--- src/rtl/pcileech_btn_ctl_pkg.sv ---
// Shared definitions for the PCILeech push-button conditioner: default
// timing constants for a 100 MHz clock, the reset-request FSM state type
// and a counter-width helper.
package pcileech_btn_ctl_pkg;

  // 10 ms debounce window at 100 MHz
  localparam int PCILEECH_BTN_DEBOUNCE_100MHZ = 1_000_000;
  // 2 s long-press threshold at 100 MHz
  localparam int PCILEECH_BTN_LONG_100MHZ     = 200_000_000;
  // Default stretch of the reset-request pulse
  localparam int PCILEECH_BTN_RST_REQ_CYCLES  = 64;

  typedef enum logic [0:0] {
    IDLE = 1'b0,
    REQ  = 1'b1
  } pcileech_btnrst_state_t;

  // Counter width able to hold 0..n-1, never narrower than one bit.
  function automatic int cnt_w(input int n);
    return (n > 1) ? $clog2(n) : 1;
  endfunction

endpackage

--- src/rtl/pcileech_btn_ctl_debounce.sv ---
// One button channel: 2-FF synchronizer, debounce counter that only
// accepts a new level after it has been stable for the full window, and a
// saturating hold counter that yields a single long-press pulse per press.
module pcileech_btn_ctl_debounce
  import pcileech_btn_ctl_pkg::*;
#(
  parameter int PARAM_DEBOUNCE_CYCLES = PCILEECH_BTN_DEBOUNCE_100MHZ,
  parameter int PARAM_LONG_CYCLES     = PCILEECH_BTN_LONG_100MHZ
) (
  input  logic clk,
  input  logic rst,
  input  logic btn_raw,
  output logic btn_level,
  output logic btn_press,
  output logic btn_release,
  output logic btn_long
);

  localparam int DCNT_W = cnt_w(PARAM_DEBOUNCE_CYCLES);
  localparam int LCNT_W = cnt_w(PARAM_LONG_CYCLES + 1);

  localparam logic [DCNT_W-1:0] DCNT_TERM = DCNT_W'(PARAM_DEBOUNCE_CYCLES - 1);
  localparam logic [LCNT_W-1:0] LCNT_MAX  = LCNT_W'(PARAM_LONG_CYCLES);
  localparam logic [LCNT_W-1:0] LCNT_PRE  = LCNT_W'(PARAM_LONG_CYCLES - 1);

  (* ASYNC_REG = "TRUE" *) logic sync0;
  (* ASYNC_REG = "TRUE" *) logic sync1;

  logic [DCNT_W-1:0] dcnt;
  logic [LCNT_W-1:0] lcnt;
  logic              toggle;
  logic              held;

  // Accept the synchronized value once it has differed from the current
  // level for the whole debounce window; "held" means the button is down
  // and stays down across this edge.
  always_comb begin
    toggle = (sync1 != btn_level) && (dcnt == DCNT_TERM);
    held   = btn_level && !toggle;
  end

  // Two-flop synchronizer for the asynchronous pin.
  always_ff @(posedge clk) begin
    if (rst) begin
      sync0 <= 1'b0;
      sync1 <= 1'b0;
    end else begin
      sync0 <= btn_raw;
      sync1 <= sync0;
    end
  end

  // Debounce counter, accepted level and registered edge pulses.
  always_ff @(posedge clk) begin
    if (rst) begin
      dcnt        <= '0;
      btn_level   <= 1'b0;
      btn_press   <= 1'b0;
      btn_release <= 1'b0;
    end else begin
      if ((sync1 == btn_level) || toggle) begin
        dcnt <= '0;
      end else begin
        dcnt <= dcnt + DCNT_W'(1);
      end
      btn_level   <= btn_level ^ toggle;
      btn_press   <= toggle && !btn_level;
      btn_release <= toggle && btn_level;
    end
  end

  // Hold-time counter; saturation limits the long pulse to once per press,
  // and a release edge suppresses it so it never coincides with release.
  always_ff @(posedge clk) begin
    if (rst) begin
      lcnt     <= '0;
      btn_long <= 1'b0;
    end else if (held) begin
      if (lcnt != LCNT_MAX) begin
        lcnt <= lcnt + LCNT_W'(1);
      end
      btn_long <= (lcnt == LCNT_PRE);
    end else begin
      lcnt     <= '0;
      btn_long <= 1'b0;
    end
  end

endmodule

--- src/rtl/pcileech_btn_ctl.sv ---
// Board push-button conditioner: one debounce channel per button plus a
// small FSM that stretches a long press on the reset button into a
// fixed-length reset request. rst_req must only feed downstream resets,
// never this block's own rst, or the pulse would collapse to one cycle.
module pcileech_btn_ctl
  import pcileech_btn_ctl_pkg::*;
#(
  parameter int PARAM_NUM_BTN         = 2,
  parameter int PARAM_DEBOUNCE_CYCLES = PCILEECH_BTN_DEBOUNCE_100MHZ,
  parameter int PARAM_LONG_CYCLES     = PCILEECH_BTN_LONG_100MHZ,
  parameter int PARAM_RST_BTN         = 1,
  parameter int PARAM_RST_REQ_CYCLES  = PCILEECH_BTN_RST_REQ_CYCLES
) (
  input  logic                     clk,
  input  logic                     rst,
  input  logic [PARAM_NUM_BTN-1:0] btn_raw,
  output logic [PARAM_NUM_BTN-1:0] btn_level,
  output logic [PARAM_NUM_BTN-1:0] btn_press,
  output logic [PARAM_NUM_BTN-1:0] btn_release,
  output logic [PARAM_NUM_BTN-1:0] btn_long,
  output logic                     rst_req
);

  localparam int RCNT_W = cnt_w(PARAM_RST_REQ_CYCLES);
  localparam logic [RCNT_W-1:0] RCNT_LOAD = RCNT_W'(PARAM_RST_REQ_CYCLES - 1);

  pcileech_btnrst_state_t state_q;
  pcileech_btnrst_state_t state_d;
  logic [RCNT_W-1:0]      rcnt_q;
  logic [RCNT_W-1:0]      rcnt_d;
  logic                   trig;

  for (genvar i = 0; i < PARAM_NUM_BTN; i++) begin : g_btn
    pcileech_btn_ctl_debounce #(
      .PARAM_DEBOUNCE_CYCLES (PARAM_DEBOUNCE_CYCLES),
      .PARAM_LONG_CYCLES     (PARAM_LONG_CYCLES)
    ) u_debounce (
      .clk         (clk),
      .rst         (rst),
      .btn_raw     (btn_raw[i]),
      .btn_level   (btn_level[i]),
      .btn_press   (btn_press[i]),
      .btn_release (btn_release[i]),
      .btn_long    (btn_long[i])
    );
  end

  assign trig    = btn_long[PARAM_RST_BTN];
  assign rst_req = (state_q == REQ);

  // Reset-request state and stretch counter registers.
  always_ff @(posedge clk) begin
    if (rst) begin
      state_q <= IDLE;
      rcnt_q  <= '0;
    end else begin
      state_q <= state_d;
      rcnt_q  <= rcnt_d;
    end
  end

  // Next-state logic: a long press arms or re-arms the request window.
  always_comb begin
    state_d = state_q;
    rcnt_d  = rcnt_q;
    case (state_q)
      IDLE: begin
        if (trig) begin
          state_d = REQ;
          rcnt_d  = RCNT_LOAD;
        end
      end
      REQ: begin
        if (trig) begin
          rcnt_d = RCNT_LOAD;
        end else if (rcnt_q == '0) begin
          state_d = IDLE;
        end else begin
          rcnt_d = rcnt_q - RCNT_W'(1);
        end
      end
      default: begin
        state_d = IDLE;
        rcnt_d  = '0;
      end
    endcase
  end

endmodule

--- config.mk ---
export PLATFORM = sky130hd
export DESIGN_NAME = pcileech_btn_ctl
export DESIGN_NICKNAME = d
export VERILOG_FILES = /design/src/rtl/pcileech_btn_ctl_pkg.sv /design/src/rtl/pcileech_btn_ctl_debounce.sv /design/src/rtl/pcileech_btn_ctl.sv
export SDC_FILE = /design/constraint.sdc
export NUM_CORES = 1
export LEC_CHECK = 0
export CAP_MARGIN = 20
export CORE_MARGIN = 5
export CORE_UTILIZATION = 59
export CTS_CLUSTER_DIAMETER = 200
export DETAILED_ROUTE_END_ITERATION = 8
export MAX_ROUTING_LAYER = met4
export PLACE_DENSITY = 0.86
export SLEW_MARGIN = 0
export SYNTH_ARGS = -nofsm -noshare
export SYNTH_HDL_FRONTEND = slang
export SYNTH_HIERARCHICAL = 1
export SYNTH_SLANG_ARGS = --single-unit
--- constraint.sdc ---
create_clock -name clk -period 3.3 [get_ports clk]
set_clock_uncertainty 0.15 [all_clocks]
set_input_delay 0.495 -clock clk [delete_from_list [all_inputs] [get_ports clk]]
set_output_delay 0.495 -clock clk [all_outputs]
set_load 0.01 [all_outputs]
==> results of run 1 <==
==> cells in the mapped netlist (10+ instances only) <==
| cell type | count | area [sq um] |
|---|---|---|
| sky130_fd_sc_hd__nor3_1 | 16 | 80.1 |
| sky130_fd_sc_hd__or3_1 | 32 | 200 |
| sky130_fd_sc_hd__xor2_1 | 17 | 149 |
| sky130_fd_sc_hd__nor4_1 | 17 | 106 |
| sky130_fd_sc_hd__inv_1 | 23 | 86.3 |
| sky130_fd_sc_hd__nor2_1 | 59 | 221 |
| sky130_fd_sc_hd__nand2_1 | 29 | 109 |
| sky130_fd_sc_hd__clkbuf_1 | 15 | 56.3 |
| sky130_fd_sc_hd__dfxtp_1 | 115 | 2300 |
| sky130_fd_sc_hd__xnor2_1 | 31 | 272 |
| sky130_fd_sc_hd__and4_1 | 10 | 87.6 |
| sky130_fd_sc_hd__nand4_1 | 24 | 150 |
| sky130_fd_sc_hd__a21oi_1 | 53 | 265 |
| sky130_fd_sc_hd__or4_1 | 21 | 158 |
| sky130_fd_sc_hd__nand3_1 | 37 | 185 |
| sky130_fd_sc_hd__o31ai_1 | 12 | 90.1 |
| sky130_fd_sc_hd__o21ai_0 | 36 | 180 |
==> critical path, delay by kind of cell, from the launching register on <==
kind	cells	cell delay [ns]
compound gates	1	0.16
flops	1	0.43
simple gates	3	1.72
==> layout make-up <==
class | count | area [sq um] | area share, %
multi-input cells | 470 | 2930 | 47.3
flip-flops and latches | 115 | 2300 | 37.1
clock buffers | 21 | 449 | 7.24
repair buffers | 16 | 158 | 2.54
well taps | 111 | 139 | 2.24
clock inverters | 10 | 133 | 2.14
inverters | 24 | 90.1 | 1.45
==> kinds of logic (layout without fill, tap and decap cells) <==
logic type	after synthesis	after routing	share of synthesized area (%)
XOR/XNOR	48	48	7.71
buffers and inverters	52	71	4.29
flip-flops	115	115	42.2
AND/OR/NAND/NOR	301	301	32.0
AO/OA/AOI/OAI	113	113	12.0
adder cells (fa/ha/maj)	8	8	1.84
==> flip-flops by register name, summed over array words and instances (netlist names), named ones only <==
| name | flops |
|---|---|
| g_btn.u_debounce/btn_long | 2 |
| g_btn.u_debounce/btn_press | 2 |
| g_btn.u_debounce/btn_release | 2 |
| g_btn.u_debounce/dcnt | 40 |
| g_btn.u_debounce/lcnt | 56 |
| g_btn.u_debounce/sync0 | 2 |
| g_btn.u_debounce/sync1 | 2 |
| rcnt_q | 6 |
| rst_req | 1 |
==> worst min-delay path by stage <==
stage / from / end / slack (ns) / cells past startpoint
2_1_floorplan: g_btn[0].u_debounce/sync0$_SDFF_PP0_ / g_btn[0].u_debounce/sync1$_SDFF_PP0_ / 0.26 / 1
3_3_place_gp: g_btn[0].u_debounce/sync0$_SDFF_PP0_ / g_btn[0].u_debounce/sync1$_SDFF_PP0_ / 0.27 / 1
3_5_place_dp: g_btn[1].u_debounce/sync0$_SDFF_PP0_ / g_btn[1].u_debounce/sync1$_SDFF_PP0_ / 0.28 / 1
4_1_cts: g_btn[1].u_debounce/sync0$_SDFF_PP0_ / g_btn[1].u_debounce/sync1$_SDFF_PP0_ / 0.30 / 1
5_1_grt: g_btn[1].u_debounce/sync0$_SDFF_PP0_ / g_btn[1].u_debounce/sync1$_SDFF_PP0_ / 0.31 / 1
6_report: g_btn[0].u_debounce/sync0$_SDFF_PP0_ / g_btn[0].u_debounce/sync1$_SDFF_PP0_ / 0.30 / 1
==> metrics by stage <==
| step | cells | hold slack, ns |
|---|---|---|
| 2_1_floorplan | 637 | 0.264 |
| 3_3_place_gp | 735 | 0.274 |
| 3_5_place_dp | 735 | 0.281 |
| 4_1_cts | 766 | 0.304 |
| 5_1_grt | 767 | 0.313 |
| 6_report | 767 | 0.299 |
==> power groups by stage <==
| stage | Combinational (mW) | Clock, mW | Sequential (mW) |
|---|---|---|---|
| 2_1_floorplan | 0.00844 | 0 | 1.42 |
| 3_3_place_gp | 0.0180 | 0 | 1.42 |
| 3_5_place_dp | 0.0186 | 0 | 1.42 |
| 4_1_cts | 0.0188 | 1.81 | 1.40 |
| 5_1_grt | 0.0209 | 1.88 | 1.39 |
| 6_report | 0.0189 | 1.79 | 1.40 |
==> cell usage in the layout (no fill, tap or decap), types with 7 or more instances in the layout <==
cell type                         Yosys  layout
sky130_fd_sc_hd__dfxtp_1            115     115
sky130_fd_sc_hd__xor2_1              17      17
sky130_fd_sc_hd__and3_1               8       8
sky130_fd_sc_hd__nand3_1             37      37
sky130_fd_sc_hd__xnor2_1             31      31
sky130_fd_sc_hd__o21ai_0             36      36
sky130_fd_sc_hd__or3_1               32      32
sky130_fd_sc_hd__nand2_1             29      29
sky130_fd_sc_hd__or4_1               21      21
sky130_fd_sc_hd__nor3_1              16      16
sky130_fd_sc_hd__o31ai_1             12      12
sky130_fd_sc_hd__and4_1              10      10
sky130_fd_sc_hd__nand4_1             24      24
sky130_fd_sc_hd__inv_1               23      23
sky130_fd_sc_hd__nor4_1              17      17
sky130_fd_sc_hd__nor2_1              59      59
sky130_fd_sc_hd__nor2b_1              7       7
sky130_fd_sc_hd__a21oi_1             53      53
sky130_fd_sc_hd__ha_1                 8       8
sky130_fd_sc_hd__clkdlybuf4s50_1      0      12
sky130_fd_sc_hd__clkbuf_16            0      16
==> layer usage <==
metal | global-route usage, % | part of all wire, % | wire length (um) | vias up
met5 | - | 0 | 0 | -
met4 | 8.05 | 1.0 | 118 | 0
met3 | 5.22 | 4.6 | 533 | 12
met2 | 36.9 | 50 | 5890 | 122
met1 | 26.8 | 44 | 5160 | 2264
li1 | - | - | - | 2349
==> summary.txt, run 1 <==
Synth
  – Number of nets in the synthesized netlist: 649
  – Total of warnings raised by yosys: 6
  – Netlist area before placement: 5450 sq um
  – Number of synthesized register bits: 115
  – Most frequently used flop master after synthesis: sky130_fd_sc_hd__dfxtp_1
  – Number of distinct library cells after synthesis: 50
  – Async SR Flop Fraction: 0%
  – Register area share after synthesis: 42.2%
  – Instance count of the mapped netlist: 637
  – Number of synthesized flops with an enable pin: 0
  – Mean cell area of the mapped netlist: 8.56 sq um

Cells and area
  – Share of post-route cells with drive strength above 1: 7.47%
  – Area Overhead vs Synth: 13.8%
  – Antenna diode count: 0
  – Final-layout fill cell count: 687
  – Final core area utilization: 68.1%
  – Final layout net count: 656
  – Area of all placed cells without fillers: 6200 sq um

Timing
  – Final-report hold violation count: 0
  – Post-layout min period: 2.53 ns
  – Sum Neg Setup Slack: 0 ns
  – Unrepaired setup endpoints after global routing: no
  – Ratio of final minimum period to clock period: 76.7%
  – Maximum clock frequency: 395 MHz
  – Final worst-path setup slack: 0.768 ns
  – Slew @ Worst Pin: 0.724 ns
  – Max-slew violation total from the final report: 0
  – Final setup vio count: 0
  – Max-slew headroom at the worst pin: 51.7%

Setup path
  – Critical-path top delay cell: sky130_fd_sc_hd__or4_1
  – Worst r2r path cells: 4
  – Reg-to-reg setup timing slack: 0.77 ns
  – Capture point of the worst reg-to-reg path: g_btn[0].u_debounce/lcnt[23]$_SDFFE_PP0P_
  – Crit Path Class: flop to flop
  – Required time at the endpoint of the critical path: 3.58 ns
  – CP Capture Type: flop
  – Critical Path Source Type: flop
  – Critical path launch point: g_btn[0].u_debounce/lcnt[2]$_SDFFE_PP0P_
  – Worst-path maximum fanout: 16
  – Cell-by-cell trace of the critical path: nand3_1 -> or4_1 -> or4_1 -> a21oi_1
  – Reg2reg start: g_btn[0].u_debounce/lcnt[2]$_SDFFE_PP0P_
  – Data arrival time of the critical path: 2.81 ns
  – Stage delay of the slowest cell on the critical path: 0.81 ns
  – Most used cell, CP: sky130_fd_sc_hd__or4_1
  – Worst setup path endpoint: g_btn[0].u_debounce/lcnt[23]$_SDFFE_PP0P_

Die
  – Total Die Area: 11300 sq um
  – IO Count: 13
  – Core area: 9110 sq um
  – Starting density of the core: 59.8%
  – Row count: 35
  – Die Ht: 106 um
  – Horizontal extent of the die: 106 um

Placement
  – Area after DPL: 5610 sq um
  – Worst slack at placement: 0.786 ns
  – Number of port buffers: 12
  – Final RePlAce weighted congestion: 0.872
  – DP Wirelength: 7.50 mm

CTS
  – Sink count of the clock tree: 115
  – Number of H-tree branching levels: 4
  – TritonCTS clock tree: yes
  – Clock insertion delay at the later pin of the skew report: 0.50 ns
  – Clk slew on worst S/H paths: 0.06 ns
  – Count of buffers added by post-CTS timing repair for setup: 0
  – TritonCTS Buffers: 17
  – Post-cts sizing count: 0
  – Hold_buf cts: 0
  – Max Buffers Root-to-Sink: 2
  – Root Buffer Master: sky130_fd_sc_hd__clkbuf_8

Pwr
  – Reg power frac: 43.5%
  – Net switching fraction of the power: 19.5%
  – Leakage power: 1.81 nW
  – Post-layout power: 3.21 mW
  – Ratio of total power to cell area: 517 nW/um^2
  – Share of total power in the clock network: 55.9%
  – Combinational group share of total power: 0.6%
  – Peak supply drop: 400 uV
  – Internal power: 2.58 mW
  – Switching pwr: 626 uW

Routing
  – Total DRC errors in the routed layout: 0
  – WL per Instance: 15.2 um
  – Number of vias per cell after detailed routing: 6.19
  – Detailed Route Iter0 Violations: 327
  – Total via count after detailed routing: 4747
  – WL final: 11.7 mm
  – Post-route antenna net violation count: 0
  – Drt pass-1 iters: 5

Global routing
  – Global Route Usage Sum: 22.4%
  – Antenna violations before repair: 0
  – Pin count of the biggest net entering global routing: 30
  – Wire length of the first global-routing pass: 20.5 mm
  – Remaining Overflow, GRT: 0
  – Vias in the first global route: 4628

Hold path
  – Class of the tightest hold or removal check: flop to flop

Flow run
  – Total of max-cap violations: 0

Status
  – Run status: finished, final reports clean
Power figures use the tool's default switching activity.
==> run 2: changes to the inputs <==
==> constraint.sdc (replaced) <==
create_clock -name clk -period 2.44 [get_ports clk]
set_clock_uncertainty 0.15 [all_clocks]
set_input_delay 0.366 -clock clk [delete_from_list [all_inputs] [get_ports clk]]
set_output_delay 0.366 -clock clk [all_outputs]
set_load 0.01 [all_outputs]
==> summary.txt, run 2 (synthesized netlist as in run 1, its figures left out) <==
Setup path
  – Cell-by-cell trace of the critical path: or4b_1 -> or4_4 -> o311ai_4 -> buf_12 -> a21oi_1
  – Crit Path Class: flop to flop
  – Combined buffer and inverter count along the critical path: 1 (+1)
  – Stage delay of the slowest cell on the critical path: 0.57 ns (-0.24 ns)
  – CP Capture Type: flop
  – Critical-path top delay cell: sky130_fd_sc_hd__or4_4
  – Top cell family by delay on the critical path: simple AND/OR/NAND/NOR gates
  – Data arrival time of the critical path: 2.54 ns (-0.27 ns)
  – Critical Path Source Type: flop
  – Worst-path maximum fanout: 29 (+13)
  – Required time at the endpoint of the critical path: 2.67 ns (-0.91 ns)

Routing
  – Total DRC errors in the routed layout: 0 (unchanged)
  – Detailed Route Iter0 Violations: 272 (-17%)
  – WL final: 11.7 mm (-0.13%)
  – Number of vias per cell after detailed routing: 6.20 (+0.25%)
  – Total via count after detailed routing: 4821 (+1.6%)
  – Post-route antenna net violation count: 0 (unchanged)
  – Drt pass-1 iters: 5 (unchanged)
  – WL per Instance: 15.0 um (-1.4%)

Timing
  – Final setup vio count: 0 (unchanged)
  – Maximum clock frequency: 433 MHz (+9.7%)
  – Ratio of final minimum period to clock period: 94.6% (+18 points)
  – Slew @ Worst Pin: 0.474 ns (-0.251 ns)
  – Final worst-path setup slack: 0.131 ns (-0.636 ns)
  – Final-report hold violation count: 0 (unchanged)
  – Max-slew violation total from the final report: 0 (unchanged)
  – Unrepaired setup endpoints after global routing: no
  – Post-layout min period: 2.31 ns (-0.224 ns)
  – Max-slew headroom at the worst pin: 68.0% (+16 points)
  – Sum Neg Setup Slack: 0 ns (unchanged)

CTS
  – TritonCTS clock tree: yes
  – Root Buffer Master: sky130_fd_sc_hd__clkbuf_8
  – Clk slew on worst S/H paths: 0.06 ns (about the same)
  – Clock insertion delay at the later pin of the skew report: 0.52 ns (+0.02 ns)
  – Max Buffers Root-to-Sink: 2 (unchanged)
  – Hold_buf cts: 0 (unchanged)
  – TritonCTS Buffers: 17 (unchanged)
  – Number of H-tree branching levels: 4 (unchanged)
  – Sink count of the clock tree: 115 (unchanged)

Global routing
  – Global Route Usage Sum: 22.3% (-0.093 points)
  – Wire length of the first global-routing pass: 20.4 mm (-0.71%)
  – Vias in the first global route: 4654 (+0.56%)
  – Pin count of the biggest net entering global routing: 30 (unchanged)
  – Antenna violations before repair: 0 (unchanged)
  – Remaining Overflow, GRT: 0 (unchanged)

Cells and area
  – Area Overhead vs Synth: 16.5%
  – Reg area: 2300 sq um (unchanged)
  – Number of flip-flops in the largest register: 56 (unchanged)
  – Biggest registers after layout: g_btn.u_debounce/lcnt (56), g_btn.u_debounce/dcnt (40), rcnt_q (6)
  – Area of combinational cells with multiple inputs: 2940 sq um (+0.13%)
  – Final layout net count: 666 (+1.5%)
  – Share of post-route cells with drive strength above 1: 9.31% (+1.8 points)
  – Leading cell types in the layout, fill and taps excluded: sky130_fd_sc_hd__dfxtp_1 (115), sky130_fd_sc_hd__nor2_1 (59), sky130_fd_sc_hd__a21oi_1 (53), sky130_fd_sc_hd__nand3_1 (37), sky130_fd_sc_hd__o21ai_0 (36)
  – Final-layout fill cell count: 655 (-4.7%)
  – Most common library cell in the layout ignoring fill and taps: sky130_fd_sc_hd__dfxtp_1
  – Antenna diode count: 0 (unchanged)
  – Area of all placed cells without fillers: 6350 sq um (+2.4%)
  – Register with the most flip-flops: g_btn.u_debounce/lcnt

Die
  – Starting density of the core: 59.8% (unchanged)
  – Horizontal extent of the die: 106 um (unchanged)
  – IO Count: 13 (unchanged)
  – Core area: 9110 sq um (unchanged)
  – Die Ht: 106 um (unchanged)
  – Total Die Area: 11300 sq um (unchanged)
  – Row count: 35 (unchanged)

Placement
  – Worst slack at placement: 0.169 ns (-0.618 ns)
  – Number of port buffers: 12 (unchanged)
  – Area after DPL: 5700 sq um (+1.7%)
  – Final RePlAce weighted congestion: 0.888 (+1.8%)
  – DP Wirelength: 7.64 mm (+1.8%)

Pwr
  – Peak supply drop: 361 uV (-10%)
  – Ratio of total power to cell area: 723 nW/um^2 (+40%)
  – Leakage power: 1.89 nW (+4.3%)

Hold path
  – Class of the tightest hold or removal check: input port to flop

Status
  – Run status: finished, final reports clean

Flow run
  – Total of max-cap violations: 0 (unchanged)
[run 2: what timing repair did]
| action | in CTS | in global routing |
|---|---|---|
| setup buffers | 0 | 0 |
| resized for setup | 0 | 1 |
| endpoints found under the setup margin | 0 | 1 |
[run 2: area by class of cell]
class	instances	area share, %
clock inverters	12	3.21
inverters	24	1.42
multi-input cells	470	46.2
repair buffers	26	3.74
flip-flops and latches	115	36.2
clock buffers	19	6.95
well taps	111	2.19
[run 2: worst paths after layout]
kind | startpoint | endpoint | slack (ns) | cells after the start
hold / removal | btn_raw[1] | g_btn[1].u_debounce/sync0$_SDFF_PP0_ | 0.25 | 2
hold reg to reg | g_btn[1].u_debounce/dcnt[0]$_SDFF_PP0_ | g_btn[1].u_debounce/dcnt[0]$_SDFF_PP0_ | 0.30 | 1
setup reg to reg | g_btn[0].u_debounce/dcnt[11]$_SDFF_PP0_ | g_btn[0].u_debounce/lcnt[26]$_SDFFE_PP0P_ | 0.13 | 5
setup / recovery | g_btn[0].u_debounce/dcnt[11]$_SDFF_PP0_ | g_btn[0].u_debounce/lcnt[26]$_SDFFE_PP0P_ | 0.13 | 5
[run 2: through the flow]
step | std cells | hold slack [ns] | total power [mW] | utilization [%]
detailed placement | 746 | 0.285 | 1.95 | 62.6
CTS | 777 | 0.240 | 4.62 | 69.7
finish | 777 | 0.253 | 4.59 | 69.7
floorplan | 637 | 0.264 | 1.94 | -
global placement | 746 | 0.276 | 1.95 | 62.6
global route | 777 | 0.256 | 4.71 | 69.7
[run 2: where the power goes]
| part | total, mW | switching [mW] | internal, mW | leakage, nW |
|---|---|---|---|---|
| Combinational | 0.0268 | 0.0154 | 0.0114 | 0.656 |
| Sequential | 1.89 | 0.00384 | 1.88 | 0.927 |
| Clock | 2.68 | 0.866 | 1.81 | 0.307 |
[run 2: routing by layer]
layer  part of all wire, %  GRT usage, %
met1                    44          26.6
met2                    50          36.5
met3                   4.8          5.04
met4                   1.2          9.16
met5                     0             -
==> run 3: changes to the inputs <==
--- a/config.mk
+++ b/config.mk
@@ -5,7 +5,6 @@
 export SDC_FILE = /design/constraint.sdc
 export NUM_CORES = 1
 export LEC_CHECK = 0
-export CAP_MARGIN = 20
 export CORE_MARGIN = 5
 export CORE_UTILIZATION = 59
 export CTS_CLUSTER_DIAMETER = 200
==> results of run 3 <==
Final layout, timing and power as in run 2 (identical DEF).
==> variant 1: new RTL, flow settings as in run 3 <==
Add an input register stage for `btn_raw`, with the module's reset; this delays it by one clock.
--- a/src/rtl/pcileech_btn_ctl.sv
+++ b/src/rtl/pcileech_btn_ctl.sv
@@ -24,6 +24,16 @@
   localparam int RCNT_W = cnt_w(PARAM_RST_REQ_CYCLES);
   localparam logic [RCNT_W-1:0] RCNT_LOAD = RCNT_W'(PARAM_RST_REQ_CYCLES - 1);
 
+  logic [PARAM_NUM_BTN-1:0] btn_raw_q;
+
+  always_ff @(posedge clk) begin
+    if (rst) begin
+      btn_raw_q <= '0;
+    end else begin
+      btn_raw_q <= btn_raw;
+    end
+  end
+
   pcileech_btnrst_state_t state_q;
   pcileech_btnrst_state_t state_d;
   logic [RCNT_W-1:0]      rcnt_q;
@@ -37,7 +47,7 @@
     ) u_debounce (
       .clk         (clk),
       .rst         (rst),
-      .btn_raw     (btn_raw[i]),
+      .btn_raw     (btn_raw_q[i]),
       .btn_level   (btn_level[i]),
       .btn_press   (btn_press[i]),
       .btn_release (btn_release[i]),
Check against the original RTL: same outputs for any inputs over 10 cycles, from zero or initial values and one cycle with rst high; that may be too few to reach the edited logic, so the function may still have changed.
==> variant 1 against run 3 <==
Sequential cell count up 2. Fmax down 1.1%. Routed wire length up 7.1%. Setup slack worse by 26 ps. Die area up 1.4%. Via count up 1.5%. Synthesized area up 1.6%. Total power down 3.7%. Critical path depth unchanged. Final area about the same.
==> variant 1: results (changes against run 3) <==
number of nets in the synthesized netlist=658 (+1.4%); synth top area cells=sky130_fd_sc_hd__dfxtp_1 (42%), sky130_fd_sc_hd__a21oi_1 (4.9%), sky130_fd_sc_hd__xnor2_1 (4.7%), sky130_fd_sc_hd__nor2_1 (4.1%), sky130_fd_sc_hd__or3_1 (3.5%); number of design-rule violations left by the first detailed-router iteration=369 (+36%); Switching Power=0.918 mW (+3.7%); transition at the pin with the smallest max-transition slack=545 ps (+71.1 ps); tightest hold margin=257 ps (+4.27 ps); average detailed-routed wire length per instance=16.0 µm (+6.2%); Filler Cells Inserted=663 (+1.2%); critical path arrival=2580 ps (+40 ps); global router's overall resource usage=24.1% (+1.8 points); leakage power summed over all cells=1.83 nW (-3.2%); first-pass GRT wire length=22.1 mm (+8.4%); CP max FO=29 (unchanged); number of global-route vias before repair=4787 (+2.9%); type of the worst setup path=reg -> reg; run status=finished clean; sequential fraction of the synthesis area=42.3% (+0.074 points); count of port buffers added during placement=12 (unchanged); worst hold path endpoint=btn_raw_q[1]$_SDFF_PP0_; number of different library cells in the post-synthesis netlist=54 (+8.0%); number of antenna repair diodes=0 (unchanged); Detail Placement HPWL=7.70 mm (+0.84%); endpoint of the worst-slack reg-to-reg timing path=g_btn[0].u_debounce/lcnt[6]$_SDFFE_PP0P_; nets@finish=672 (+0.90%); peak supply drop=477 µV (+32%); startpoint of the worst-slack reg-to-reg timing path=g_btn[0].u_debounce/dcnt[11]$_SDFF_PP0_; most numerous cell types in the synthesized netlist=sky130_fd_sc_hd__dfxtp_1 (117), sky130_fd_sc_hd__nor2_1 (61), sky130_fd_sc_hd__a21oi_1 (54); via count=4893 (+1.5%); final weighted congestion in routability-driven placement=0.838 (-5.6%); number of H-tree levels=4 (unchanged); register-to-register path setup slack=110 ps (-30 ps)
-- variant 1: changes by cell type after synthesis, sizes merged, moves of 2 or more --
cell,before,now
o2111a,2,0
dfxtp,115,117
nor2b,7,10
inv,23,25
nor2,59,61
-- variant 1: kinds of logic after synthesis --
logic type / count (synthesis) / share of synthesized area (%)
AOI/OAI and AO/OA: 115 / 12.0
xor gates and xnor gates: 47 / 7.43
adders and majority gates: 8 / 1.81
buffers and inverters: 53 / 4.38
DFF: 117 / 42.3
and+or+nand+nor: 306 / 32.1
-- variant 1: area by class of cell --
cell class | instances | area, µm² | area share (%)
Multi-Input combinational cell | 476 | 2980 | 46.8
Sequential cell | 117 | 2340 | 36.9
Clock buffer | 19 | 432 | 6.79
Timing Repair Buffer | 23 | 215 | 3.39
Clock inverter | 13 | 158 | 2.48
Tap cell | 111 | 139 | 2.19
Inverter | 25 | 93.8 | 1.48
-- variant 1: layer usage --
| layer | GRT usage (%) | routed length, µm | vias up | share of wire [%] |
|---|---|---|---|---|
| li1 | - | - | 2396 | - |
| met1 | 28.8 | 5440 | 2317 | 43 |
| met2 | 39.9 | 6210 | 151 | 50 |
| met3 | 5.78 | 631 | 29 | 5.0 |
| met4 | 8.31 | 236 | 0 | 1.9 |
| met5 | - | 0 | - | 0 |
-- variant 1: repair_timing --
action                                 4_1_cts  5_1_grt
setup endpoints to repair                    0        8
endpoints found under the hold margin        0        0
resized for setup                            0        2
-- variant 1: worst register-to-register path: stages, from the launching register on --
cell	delay [ps]
sky130_fd_sc_hd__dfxtp_1	350
sky130_fd_sc_hd__or4b_1	560
sky130_fd_sc_hd__or4_4	570
sky130_fd_sc_hd__o311ai_4	270
sky130_fd_sc_hd__buf_12	220
sky130_fd_sc_hd__nor2_1	90
-- variant 1: power by group through the flow --
stage | clock network, mW | registers, mW | logic (mW)
floorplan | 0 | 1.96 | 0.0111
global placement | 0 | 1.96 | 0.0237
detailed placement | 0 | 1.96 | 0.0246
CTS | 2.50 | 1.92 | 0.0246
global route | 2.60 | 1.92 | 0.0273
finish | 2.48 | 1.92 | 0.0247
-- variant 1: through the flow --
step	utilization, %	instances	setup slack (ps)	instance area, µm²
2_1_floorplan	-	646	218	5540
3_3_place_gp	62.6	752	208	5760
3_5_place_dp	62.6	752	127	5760
4_1_cts	69.0	784	57.0	6350
5_1_grt	69.1	784	23.4	6360
6_report	69.1	784	105	6360
==> variant 2: new RTL, flow settings as in run 3 <==
Made on the original files. Change the package constant `PCILEECH_BTN_RST_REQ_CYCLES` from 64 to 128.
--- a/src/rtl/pcileech_btn_ctl_pkg.sv
+++ b/src/rtl/pcileech_btn_ctl_pkg.sv
@@ -8,7 +8,7 @@
   // 2 s long-press threshold at 100 MHz
   localparam int PCILEECH_BTN_LONG_100MHZ     = 200_000_000;
   // Default stretch of the reset-request pulse
-  localparam int PCILEECH_BTN_RST_REQ_CYCLES  = 64;
+  localparam int PCILEECH_BTN_RST_REQ_CYCLES  = 128;
 
   typedef enum logic [0:0] {
     IDLE = 1'b0,
Formal check against the unedited RTL: no difference found for any inputs over 10 cycles, from zero or initial values and one cycle with rst high; that may be too few to reach the edited logic, so the function may still have changed.
==> variant 2 against run 3 <==
Critical endpoint is now g_btn[0].u_debounce/dcnt[18]$_SDFF_PP0_. Total power fell by 2.4%. Largest cell class unchanged. Routed wire length rose by 5.5%. Synthesized cell count fell by 1.3%. Synthesized area fell by 0.78%. Final area fell by 1.1%. Sequential cell count rose by 1. Largest power group unchanged. Setup slack improved by 3.6 ps. Sequential share of layout area rose by 0.71 points. Via count barely moved.
==> variant 2: results (changes against run 3) <==
run status=finished clean; Filler Cells Inserted=676 (+3.2%); buffers from clock root to sink, at most=2 (unchanged); register-to-register path setup slack=130 ps; CP max FO=7 (-76%); DP Worst Slack=207 ps (+38.1 ps); biggest registers after layout=g_btn.u_debounce/lcnt: 56 flops, g_btn.u_debounce/dcnt: 40 flops, rcnt_q: 7 flops; clock network latency to the later pin of the worst-skew pair=500 ps (-20 ps); final weighted congestion in routability-driven placement=0.849 (-4.3%); Detail Placement HPWL=7.77 mm (+1.7%); fraction of final layout cells with drive strength greater than 1=8.32% (-0.99 points); leakage power summed over all cells=1.84 nW (-2.6%); synth top area cells=sky130_fd_sc_hd__dfxtp_1 (43%), sky130_fd_sc_hd__a21oi_1 (4.8%), sky130_fd_sc_hd__xnor2_1 (4.7%), sky130_fd_sc_hd__nor2_1 (4.4%), sky130_fd_sc_hd__xor2_1 (4.2%); average detailed-routed wire length per instance=16.0 µm (+6.2%); number of nets in the synthesized netlist=641 (-1.2%); global router's overall resource usage=23.3% (+1.0 points); nets@finish=660 (-0.90%); Placed Cells incl. Taps=740 (-0.80%); GR met3 Demand/Resource=5.33% (+0.29 points); fraction of the mapped netlist area in compound gates=11.2% (-0.72 points); area share of fa/ha/maj cells after synthesis=1.85% (+0.014 points); met2 track demand over resource in global routing=40.1% (+3.6 points); number of global-route vias before repair=4686 (+0.69%); Clk pin slew, worst setup/hold paths=60 ps (about the same); cells after synthesis=629 (-1.3%); XOR/XNOR Fraction of Synth Area=8.91% (+1.2 points); most numerous cell types in the synthesized netlist=sky130_fd_sc_hd__dfxtp_1 (116), sky130_fd_sc_hd__nor2_1 (63), sky130_fd_sc_hd__a21oi_1 (52); yosys warns=6 (unchanged); top achievable clock speed=434 MHz (+0.16%); sequential fraction of the synthesis area=42.9% (+0.70 points); met1 Usage GRT=26.5% (-0.039 points); number of design-rule violations left by the first detailed-router iteration=395 (+45%); cell chosen for the clock root=sky130_fd_sc_hd__clkbuf_8; Cell Count, Final, Fillers Out=772 (-0.64%); number of different library cells in the post-synthesis netlist=43 (-14%); critical path arrival=2590 ps (+50 ps); number of optimization iterations in the first detailed-route pass=7 (+2); peak supply drop=472 µV (+31%); transition at the pin with the smallest max-transition slack=490 ps (+16.2 ps); via density per instance=6.24 (+0.61%); first-pass GRT wire length=21.1 mm (+3.7%)
-- variant 2: cell count changes after synthesis, sizes merged, moves of 3 or more --
| cell | change |
|---|---|
| nor3 | -4 |
| nor2 | +4 |
| clkbuf | -3 |
| inv | -4 |
| nor4 | -3 |
| buf | -3 |
| xor2 | +9 |
| nand3b | -3 |
-- variant 2: layer usage --
layer / up-vias / part of all wire [%]
met4: 0 / 1.9
met2: 168 / 51
met1: 2277 / 42
li1: 2346 / -
met3: 28 / 4.3
met5: - / 0
-- variant 2: power by group --
group | leakage [nW] | internal, mW | switching (mW)
Combinational | 0.615 | 0.0118 | 0.0158
Sequential | 0.935 | 1.90 | 0.00350
Clock | 0.290 | 1.68 | 0.870
Total | 1.84 | 3.59 | 0.890
-- variant 2: through the flow --
step / area [µm²] / power, mW / hold WS [ps]
CTS: 6280 / 4.51 / 245
finish: 6280 / 4.48 / 261
floorplan: 5410 / 1.95 / 264
detailed placement: 5670 / 1.97 / 276
global placement: 5670 / 1.97 / 274
global route: 6280 / 4.60 / 250
-- variant 2: path summary, 6_finish.rpt --
kind                                                             start                                      end  cells past startpoint
worst min register to register    g_btn[0].u_debounce/sync0$_SDFF_PP0_     g_btn[0].u_debounce/sync1$_SDFF_PP0_                      1
worst min-delay path                                        btn_raw[1]     g_btn[1].u_debounce/sync0$_SDFF_PP0_                      2
worst max-delay path            g_btn[0].u_debounce/dcnt[0]$_SDFF_PP0_  g_btn[0].u_debounce/dcnt[18]$_SDFF_PP0_                      5
worst max register to register  g_btn[0].u_debounce/dcnt[0]$_SDFF_PP0_  g_btn[0].u_debounce/dcnt[18]$_SDFF_PP0_                      5
-- variant 2: logic make-up (layout without fill, tap and decap cells) --
| family | Yosys count | after routing |
|---|---|---|
| fa+ha+maj | 8 | 8 |
| xor+xnor | 55 | 55 |
| buf+inv | 41 | 73 |
| compound gates | 110 | 110 |
| simple gates | 299 | 299 |
| flops | 116 | 116 |
-- variant 2: area by class of cell --
type,count,share of cell area (%)
Multi-Input combinational cell,472,46.8
Sequential cell,116,37.0
Clock buffer,19,6.87
Timing Repair Buffer,22,3.11
Clock inverter,13,2.91
Tap cell,111,2.21
Inverter,19,1.14
-- variant 2: critical path: stages (launching register included) --
cell	delay, ps
sky130_fd_sc_hd__dfxtp_1	380
sky130_fd_sc_hd__ha_1	260
sky130_fd_sc_hd__and3_1	210
sky130_fd_sc_hd__or4b_1	580
sky130_fd_sc_hd__or4_1	510
sky130_fd_sc_hd__a21oi_1	150
